## config.mk

```make
export PLATFORM = sky130hd
export DESIGN_NAME = md_ctrl
export DESIGN_NICKNAME = d
export VERILOG_FILES = /design/src/rtl/md_ctrl.sv
export SDC_FILE = /design/constraint.sdc
export NUM_CORES = 1
export LEC_CHECK = 0
export BUFFER_PORTS_ARGS = -buffer_cell sky130_fd_sc_hd__buf_2
export CAP_MARGIN = 0
export CORE_MARGIN = 8
export CORE_UTILIZATION = 44
export DETAILED_ROUTE_END_ITERATION = 7
export PLACE_DENSITY = 0.87
export SLEW_MARGIN = 20
export SYNTH_ARGS = -nofsm -noshare
export SYNTH_HDL_FRONTEND = slang
export SYNTH_SLANG_ARGS = --single-unit
```

## constraint.sdc

```tcl
create_clock -name clk -period 1.7 [get_ports clk]
set_input_delay 0.085 -clock clk [delete_from_list [all_inputs] [get_ports clk]]
set_output_delay 0.085 -clock clk [all_outputs]
set_load 0.03 [all_outputs]
```

## src/rtl/md_ctrl.sv

```systemverilog
// md_ctrl: multiply/divide sequencer for the E stage.
// Accepts decoded MD ops, launches them on an external iterative core via a
// start/done handshake, enforces a minimum busy latency, owns committed HI/LO
// and raises the D-stage stall for MD-dependent instructions.
// Optional feature macro: MD_MADD_EN enables MADD/MSUB (ops 9/10) with an
// accumulator snapshot on core_acc; when undefined those ops decode as NONE.
module md_ctrl #(
  parameter int unsigned MUL_CYC = 5,   // 2..15
  parameter int unsigned DIV_CYC = 10   // 2..15
) (
  input  logic        clk,
  input  logic        rst,
  input  logic        e_valid,
  input  logic [3:0]  e_md_op,
  input  logic [31:0] e_rs,
  input  logic [31:0] e_rt,
  input  logic        d_md_use,
  output logic        core_start,
  output logic [3:0]  core_op,
  output logic [31:0] core_a,
  output logic [31:0] core_b,
  output logic [63:0] core_acc,
  input  logic        core_done,
  input  logic [31:0] core_hi,
  input  logic [31:0] core_lo,
  output logic [31:0] hi_q,
  output logic [31:0] lo_q,
  output logic [31:0] e_hl_data,
  output logic        md_busy,
  output logic        md_stall
);

  localparam logic [3:0] OP_MULT  = 4'd1;
  localparam logic [3:0] OP_MULTU = 4'd2;
  localparam logic [3:0] OP_DIV   = 4'd3;
  localparam logic [3:0] OP_DIVU  = 4'd4;
  localparam logic [3:0] OP_MFHI  = 4'd5;
  localparam logic [3:0] OP_MFLO  = 4'd6;
  localparam logic [3:0] OP_MTHI  = 4'd7;
  localparam logic [3:0] OP_MTLO  = 4'd8;
`ifdef MD_MADD_EN
  localparam logic [3:0] OP_MADD  = 4'd9;
  localparam logic [3:0] OP_MSUB  = 4'd10;
`endif

  localparam logic [1:0] ST_IDLE   = 2'd0;
  localparam logic [1:0] ST_LAUNCH = 2'd1;
  localparam logic [1:0] ST_RUN    = 2'd2;

  localparam logic [3:0] MUL_LAT = 4'(MUL_CYC);
  localparam logic [3:0] DIV_LAT = 4'(DIV_CYC);

  logic [1:0]  state;
  logic [3:0]  cnt;
  logic        done_seen;    // core result already captured in res_hi/res_lo
  logic        skip_commit;  // divide by zero: leave HI/LO untouched
  logic [31:0] res_hi;
  logic [31:0] res_lo;
  logic        is_mul;
  logic        is_div;
  logic        launch_op;

  // Decode which E-stage ops occupy the MD resource.
  always_comb begin
    is_mul = (e_md_op == OP_MULT) || (e_md_op == OP_MULTU);
`ifdef MD_MADD_EN
    is_mul = is_mul || (e_md_op == OP_MADD) || (e_md_op == OP_MSUB);
`endif
    is_div    = (e_md_op == OP_DIV) || (e_md_op == OP_DIVU);
    launch_op = is_mul || is_div;
  end

  assign core_start = (state == ST_LAUNCH);
  assign md_busy    = (state != ST_IDLE);
  assign md_stall   = d_md_use && (md_busy || (e_valid && launch_op));

  // Moves-from always read the committed registers, never an in-flight result.
  always_comb begin
    e_hl_data = 32'h0;
    if (e_md_op == OP_MFHI)      e_hl_data = hi_q;
    else if (e_md_op == OP_MFLO) e_hl_data = lo_q;
  end

`ifdef MD_MADD_EN
  logic [63:0] acc_q;
  assign core_acc = acc_q;

  // Snapshot {HI,LO} at accept so the core sees the pre-op accumulator.
  always_ff @(posedge clk) begin
    if (rst)
      acc_q <= 64'h0;
    else if (state == ST_IDLE && e_valid && is_mul)
      acc_q <= {hi_q, lo_q};
  end
`else
  assign core_acc = 64'h0;
`endif

  // Sequencer: accept, launch, count minimum latency, commit on done.
  // NOTE: every register here, including the result holding regs, is reset
  // so an aborted operation leaves no stale result to commit later.
  always_ff @(posedge clk) begin
    if (rst) begin
      state       <= ST_IDLE;
      cnt         <= 4'd0;
      done_seen   <= 1'b0;
      skip_commit <= 1'b0;
      res_hi      <= 32'h0;
      res_lo      <= 32'h0;
      core_op     <= 4'd0;
      core_a      <= 32'h0;
      core_b      <= 32'h0;
      hi_q        <= 32'h0;
      lo_q        <= 32'h0;
    end else begin
      // NOTE: non-blocking assignments keep every register update based on
      // the values sampled at this edge, independent of statement order.
      case (state)
        ST_IDLE: begin
          if (e_valid) begin
            if (launch_op) begin
              core_op     <= e_md_op;
              core_a      <= e_rs;
              core_b      <= e_rt;
              cnt         <= is_div ? DIV_LAT : MUL_LAT;
              done_seen   <= 1'b0;
              skip_commit <= 1'b0;
              if (is_div && e_rt == 32'h0) begin
                // Divide by zero: no core launch, just serve the latency.
                state       <= ST_RUN;
                done_seen   <= 1'b1;
                skip_commit <= 1'b1;
              end else begin
                state <= ST_LAUNCH;
              end
            end else if (e_md_op == OP_MTHI) begin
              hi_q <= e_rs;
            end else if (e_md_op == OP_MTLO) begin
              lo_q <= e_rs;
            end
          end
        end

        ST_LAUNCH: begin
          cnt   <= cnt - 4'd1;
          state <= ST_RUN;
        end

        ST_RUN: begin
          if (core_done && !done_seen) begin
            done_seen <= 1'b1;
            res_hi    <= core_hi;
            res_lo    <= core_lo;
          end
          if (cnt > 4'd1) begin
            cnt <= cnt - 4'd1;
          end else if (done_seen || core_done) begin
            if (!skip_commit) begin
              hi_q <= done_seen ? res_hi : core_hi;
              lo_q <= done_seen ? res_lo : core_lo;
            end
            state <= ST_IDLE;
          end
        end

        default: state <= ST_IDLE;
      endcase
    end
  end

endmodule

```

## After elaboration in Yosys (flattened, before gate mapping)

Index checks and enable logic that the tools add are counted.

| operators by class | value |
|---|---|
| order comparisons | 1 |
| mux-type cells | 35 |
| add/sub/neg operators | 1 |
| reduce and logical (&&, ||, !) cells | 22 |
| eq/ne operators | 21 |

Operators by type and width:

| kind | number |
|---|---|
| $mux 32 | 17 |
| $pmux 32 s2 | 2 |
| $logic_not 32->1 | 1 |
| $ne 2x2->1 const B | 11 |
| $eq 4x3->1 const B | 4 |
| $mux 4 | 4 |
| $pmux 4 s3 | 1 |
| $reduce_and 4->1 | 3 |
| $mux 2 | 5 |
| $eq 4x2->1 const B | 2 |
| $reduce_and 8->1 | 1 |
| $reduce_and 7->1 | 1 |
| $pmux 2 s3 | 1 |
| $logic_or 1x1->1 | 5 |
| $eq 4x1->1 const B | 1 |
| $eq 4x4->1 const B | 1 |
| $gt 4x1->1 const B | 1 |
| $logic_and 1x1->1 | 4 |
| $mux 1 | 4 |
| $reduce_bool 2->1 | 2 |
| $sub 4x1->4 const B | 1 |
| $reduce_and 3->1 | 1 |
| $reduce_bool 3->1 | 1 |
| $eq 2x1->1 const B | 1 |
| 5 further kinds | 5 |

| word-level totals | value |
|---|---|
| bits in registers | 204 |

## Longest topological paths before layout

| depth | value |
|---|---|
| word-level depth | 7 |
| depth in mapped cells | 9 |
| gate-level depth less buffers | 7 |

## Least setup slack after synthesis

OpenSTA, ideal clock, no wires.

| path | value |
|---|---|
| path kind | register to register |
| start point | register cnt[0] |
| end point | register cnt[2] |
| arrival time | 1.757 ns |
| stages on the path, launching flop included | 8 |
| clock period less this slack | 1.873 ns |
| library setup time | 0.116 ns |
| data required time | 1.584 ns |
| setup slack | -0.173 ns |
| buffers on the path | 0 |
| cell sequence | dfxtp_1 -> inv_1 -> ha_1 -> or2_2 -> a31o_2 -> nor2_1 -> a21oi_1 -> a31o_2 |

| between the ends | value |
|---|---|
| longest elaborated chain between the ends | 3 |

RTL lines:

| item | line | RTL |
|---|---|---|
| start: declaration | 54 | `logic [3:0] cnt;` |
| start signal: assignment | 125 | `cnt <= is_div ? DIV_LAT : MUL_LAT;` |
| start signal: assignment | 145 | `cnt <= cnt - 4'd1;` |
| start signal: assignment | 156 | `cnt <= cnt - 4'd1;` |
| $sub 4x1->4 / $gt 4x1->1 (equally long branches) | 145, 156, 155 |  |
| $mux 4 / $ne 2x2->1 (equally long branches) | - |  |
| $pmux 4 s3 / $reduce_and 4->1 (equally long branches) | - |  |

Several ways; a longest one is shown, not always the timed one. The select of a mux whose other input is x is not followed.
A chain may end at the register's enable or synchronous reset.

## Worst setup path in the final report

| path | value |
|---|---|
| start point | register cnt[1] |
| end point | register hi_q[8] |

| between the ends | value |
|---|---|
| longest elaborated chain between the ends | 3 |

RTL lines:

| item | line | RTL |
|---|---|---|
| $gt 4x1->1 | 155 | `if (cnt > 4'd1) begin` |
| $ne 2x2->1 (no line) | - |  |
| $reduce_and 7->1 (no line) | - |  |
| end signal: assignment | 137 | `hi_q <= e_rs;` |
| end signal: assignment | 159 | `hi_q <= done_seen ? res_hi : core_hi;` |
| end: declaration | 26 | `output logic [31:0] hi_q,` |

No other way between the ends.

==> metrics.md <==
| Metric | Value |
|---|---|
| Status | `complete, but fails checks` |
| Failing checks | `negative setup slack` |
| Tot GR Track Use | `28.08%` |
| Synth Area in XOR/XNOR | `0%` |
| CTS tree | `done` |
| Worst setup margin | `-0.1798 ns` |
| Leak Pwr | `6.190 nW` |
| Top delay family on crit path | `compound AO/OA/AOI/OAI gates` |
| Max VDD drop | `0.8505 mV` |
| Post-Place Worst Slack | `-0.4449 ns` |
| Synth Instances | `1229` |
| Syn. warnings | `0` |
| WL per Instance | `21.81 µm` |
| RSZ-0062 raised after global routing | `true` |
| Multiplexer share of the synthesized area | `6.848%` |
| Internal | `0.01368 W` |
| Fmax | `532.0 MHz` |
| Fillers | `1451` |
| Slew @ Worst Pin | `0.5304 ns` |
| Vias in the first global route | `11050` |
| Layout Utilization | `69.56%` |
| Synth Area per Inst | `7.612 µm²` |
| Root Buffer | `clkbuf_16` |
| Clock power share | `20.9%` |
| Starting DRC count in detailed routing | `1321` |
| First-pass GRT wire length | `59800 µm` |
| Area grow syn2layout | `55.81%` |
| Fin nets | `1825` |
| Layout cell share with drive strength beyond 1 | `34.77%` |
| Die area | `26180 µm²` |
| Total grt overflow | `0` |
| Post-Synthesis Cell Area | `9355 µm²` |
| I/O Pins | `368` |
| Compound-cell area share of the yosys netlist | `18.95%` |
| Critical path capture point type | `register` |
| Min Tclk post-route | `1.880 ns` |
| Drt first pass iters | `6` |
| Vias per cell | `5.709` |
| Seq cells post-synth | `204` |
| Final antenna-violating net count | `0` |
| Row count | `53` |
| Psw | `0.01067 W` |
| Crit-path max cell delay | `0.33 ns` |
| Routability cong. | `0.8489` |
| Die H | `161.8 µm` |
| CP Data Arrival Time | `2.28 ns` |
| Req. time, crit path | `2.10 ns` |
| Final std cells w/o fill | `1976` |
| Slowest cell on the critical path | `dfxtp_2` |
| Max-cap viol count | `0` |
| Register area | `4093 µm²` |
| Initial Util | `44.64%` |
| Async set-reset flop share out of synthesis | `0%` |
| Initial antenna violation count | `5` |
| Largest net degree at the start of global routing | `90` |
| # clock sinks | `204` |
| Core ar. | `20960 µm²` |
| Most used flip-flop cell after synthesis | `dfxtp_1` |
| Area of the multi-input gates | `5343 µm²` |
| Power Dens Cells | `1671 nW/µm²` |
| CTS Buf Count | `23` |
| Longest Clk Path Bufs | `3` |
| Clk slew on worst S/H paths | `0.06 ns` |
| Buf+Inv Stages, Crit Path | `3` |
| Number of synthesized flops with an enable pin | `0` |
| Worst skew pair latency | `0.51 ns` |
| Max-slew headroom | `63.63%` |
| DR DRC count | `0` |
| Crit Path Class | `register to register` |
| Combinational Power Share | `50.9%` |
| Post-Synth Adder-Cell Area | `0.8025%` |
| H-tree levels | `1` |
| Seq pwr share | `28.1%` |
| Sw Ratio | `43.82%` |
| Die Wd | `161.8 µm` |
| Tightest Hold Check Type | `input pin to register` |
| Yosys cell types | `42` |
| Sequential fraction of the synthesis area | `43.65%` |
| Main combinational cell family by area after synthesis | `simple AND/OR/NAND/NOR gates` |
| Routed vias | `11280` |
| Simple-Gate Fraction of Synth Area | `20.03%` |
| Final Routed Wirelength | `43100 µm` |
| Final Cycle Share | `110.6%` |
| Max Fanout on Critical Path | `8` |
| Total power draw | `0.02435 W` |
| Slew Limit Fails | `0` |
| Inst Count DP | `1759` |
| CP Launch Type | `register` |
| Fin. Hold Viols | `0` |
| Crit path cell chain | `inv_2 > ha_2 > or2_4 > a41oi_4 > buf_6 > a21o_4 > clkbuf_16 > nand2_4 > a21oi_2` |
| Final Skew | `0.01525 ns` |
| Number of setup violations in the final report | `32` |
| DP Wirelength | `22640 µm` |
| Port bufs | `303` |
-- cell families after synthesis --
family                   Yosys count
adder cells (fa/ha/maj)            6
AO/OA/AOI/OAI                    320
AND/OR/NAND/NOR                  473
other                              1
flip-flops                       204
buffers and inverters            161
multiplexers                      64
-- cells in the mapped netlist (all sizes together), types with 2 or more instances --
cell type / instances / area [µm²]
nand4: 2 / 12.51
nand2: 399 / 1498
or2: 2 / 12.51
a21oi: 270 / 1351
dfxtp: 204 / 4084
clkbuf: 59 / 221.5
buf: 95 / 656.9
ha: 6 / 75.07
nand2b: 4 / 25.02
a21o: 2 / 15.01
o21ai: 3 / 15.01
a31o: 2 / 17.52
nor2: 41 / 153.9
nor4: 10 / 68.81
inv: 7 / 26.28
and3: 2 / 12.51
a22o: 32 / 280.3
mux2i: 64 / 640.6
a31oi: 2 / 18.77
nor3: 2 / 10.01
nor2b: 5 / 31.28
-- metal layers --
layer	wire, µm	track usage [%]
met4	2727	15.70
met3	4982	8.428
met5	12	0
met1	14940	31.54
met2	20440	46.90
-- final cells by class --
cell class	instances	area share, %
clock buffer	31	4.635
antenna	4	0.06867
clock inverter	9	0.7039
multi-input combinational	930	36.65
inverter	7	0.2318
sequential	204	28.08
tap	275	2.361
timing repair buffer	516	27.27
-- worst reg2reg max path: stages (launching register included) --
cell and delay, ns:
dfxtp_2 0.33, inv_2 0.04, ha_2 0.16, or2_4 0.27, a41oi_4 0.17, buf_6 0.13
a21o_4 0.15, clkbuf_16 0.21, nand2_4 0.06, a21oi_2 0.26
-- layout by cell type (no fill, tap or decap), types with 3 or more instances in the layout --
cell	netlist	final
nand2_1	399	332
buf_2	27	301
a21oi_1	270	213
dfxtp_1	204	199
dlygate4sd3_1	0	132
mux2i_1	64	64
conb_1	1	64
a21oi_2	0	53
nand2_2	0	39
buf_4	65	36
clkbuf_16	0	33
nor2_1	41	32
a22o_1	32	31
nand2_4	0	28
buf_12	0	18
buf_6	3	15
nor4_1	9	9
clkbuf_8	0	7
nor2_2	0	6
a21oi_4	0	6
diode_2	0	4
nor2b_1	5	4
clkinv_2	0	4
dfxtp_2	0	4
inv_2	0	3
nor2_4	0	3
or2_4	0	3
nand2b_1	4	3
buf_16	0	3
-- final timing paths --
path / startpoint / endpoint / slack, ns / depth (start not counted)
setup / recovery: cnt[1]$_SDFFE_PP0P_ / hi_q[8]$_SDFFE_PP0P_ / -0.18 / 9
hold / removal: core_done / state[1]$_SDFFE_PP0P_ / 0.20 / 4
setup reg to reg: cnt[1]$_SDFFE_PP0P_ / hi_q[8]$_SDFFE_PP0P_ / -0.18 / 9
hold reg to reg: core_a[26]$_SDFFE_PP0P_ / core_a[26]$_SDFFE_PP0P_ / 0.45 / 2
-- sequential cells by signal (all words and copies together), names as in the netlist --
| signal | flops |
|---|---|
| done_seen | 1 |
| lo_q | 32 |
| core_op | 4 |
| core_b | 32 |
| res_lo | 32 |
| skip_commit | 1 |
| res_hi | 32 |
| cnt | 4 |
| core_a | 32 |
| state | 2 |
| hi_q | 32 |
-- stage by stage --
step | instance area [µm²] | TNS, ns | hold slack [ns]
2_1_floorplan | 9644 | 0 | 0.2210
3_3_place_gp | 11170 | -17.99 | 0.3361
4_1_cts | 13630 | -0.2303 | 0.1525
6_report | 14580 | -0.9548 | 0.1986
5_1_grt | 14580 | -6.011 | 0.2039
3_5_place_dp | 11170 | -24.71 | 0.3423
-- power by group through the flow --
| stage | sequential (W) | combinational, W | clock (W) |
|---|---|---|---|
| 3_3_place_gp | 0.00662 | 0.00856 | 0 |
| 3_5_place_dp | 0.00668 | 0.00874 | 0 |
| 6_report | 0.00685 | 0.0124 | 0.00510 |
| 2_1_floorplan | 0.00789 | 0.00474 | 0 |
| 4_1_cts | 0.00659 | 0.0101 | 0.00514 |
| 5_1_grt | 0.00691 | 0.0130 | 0.00535 |
-- repair_timing --
item,CTS,global route
gates resized for setup,26,181
hold buffers,132,0
gates cloned,4,14
buffers inserted,20,4
endpoints found under the setup margin,89,130
endpoints found under the hold margin,131,0
pin swaps,19,63
(Power assumes the default switching activity.)
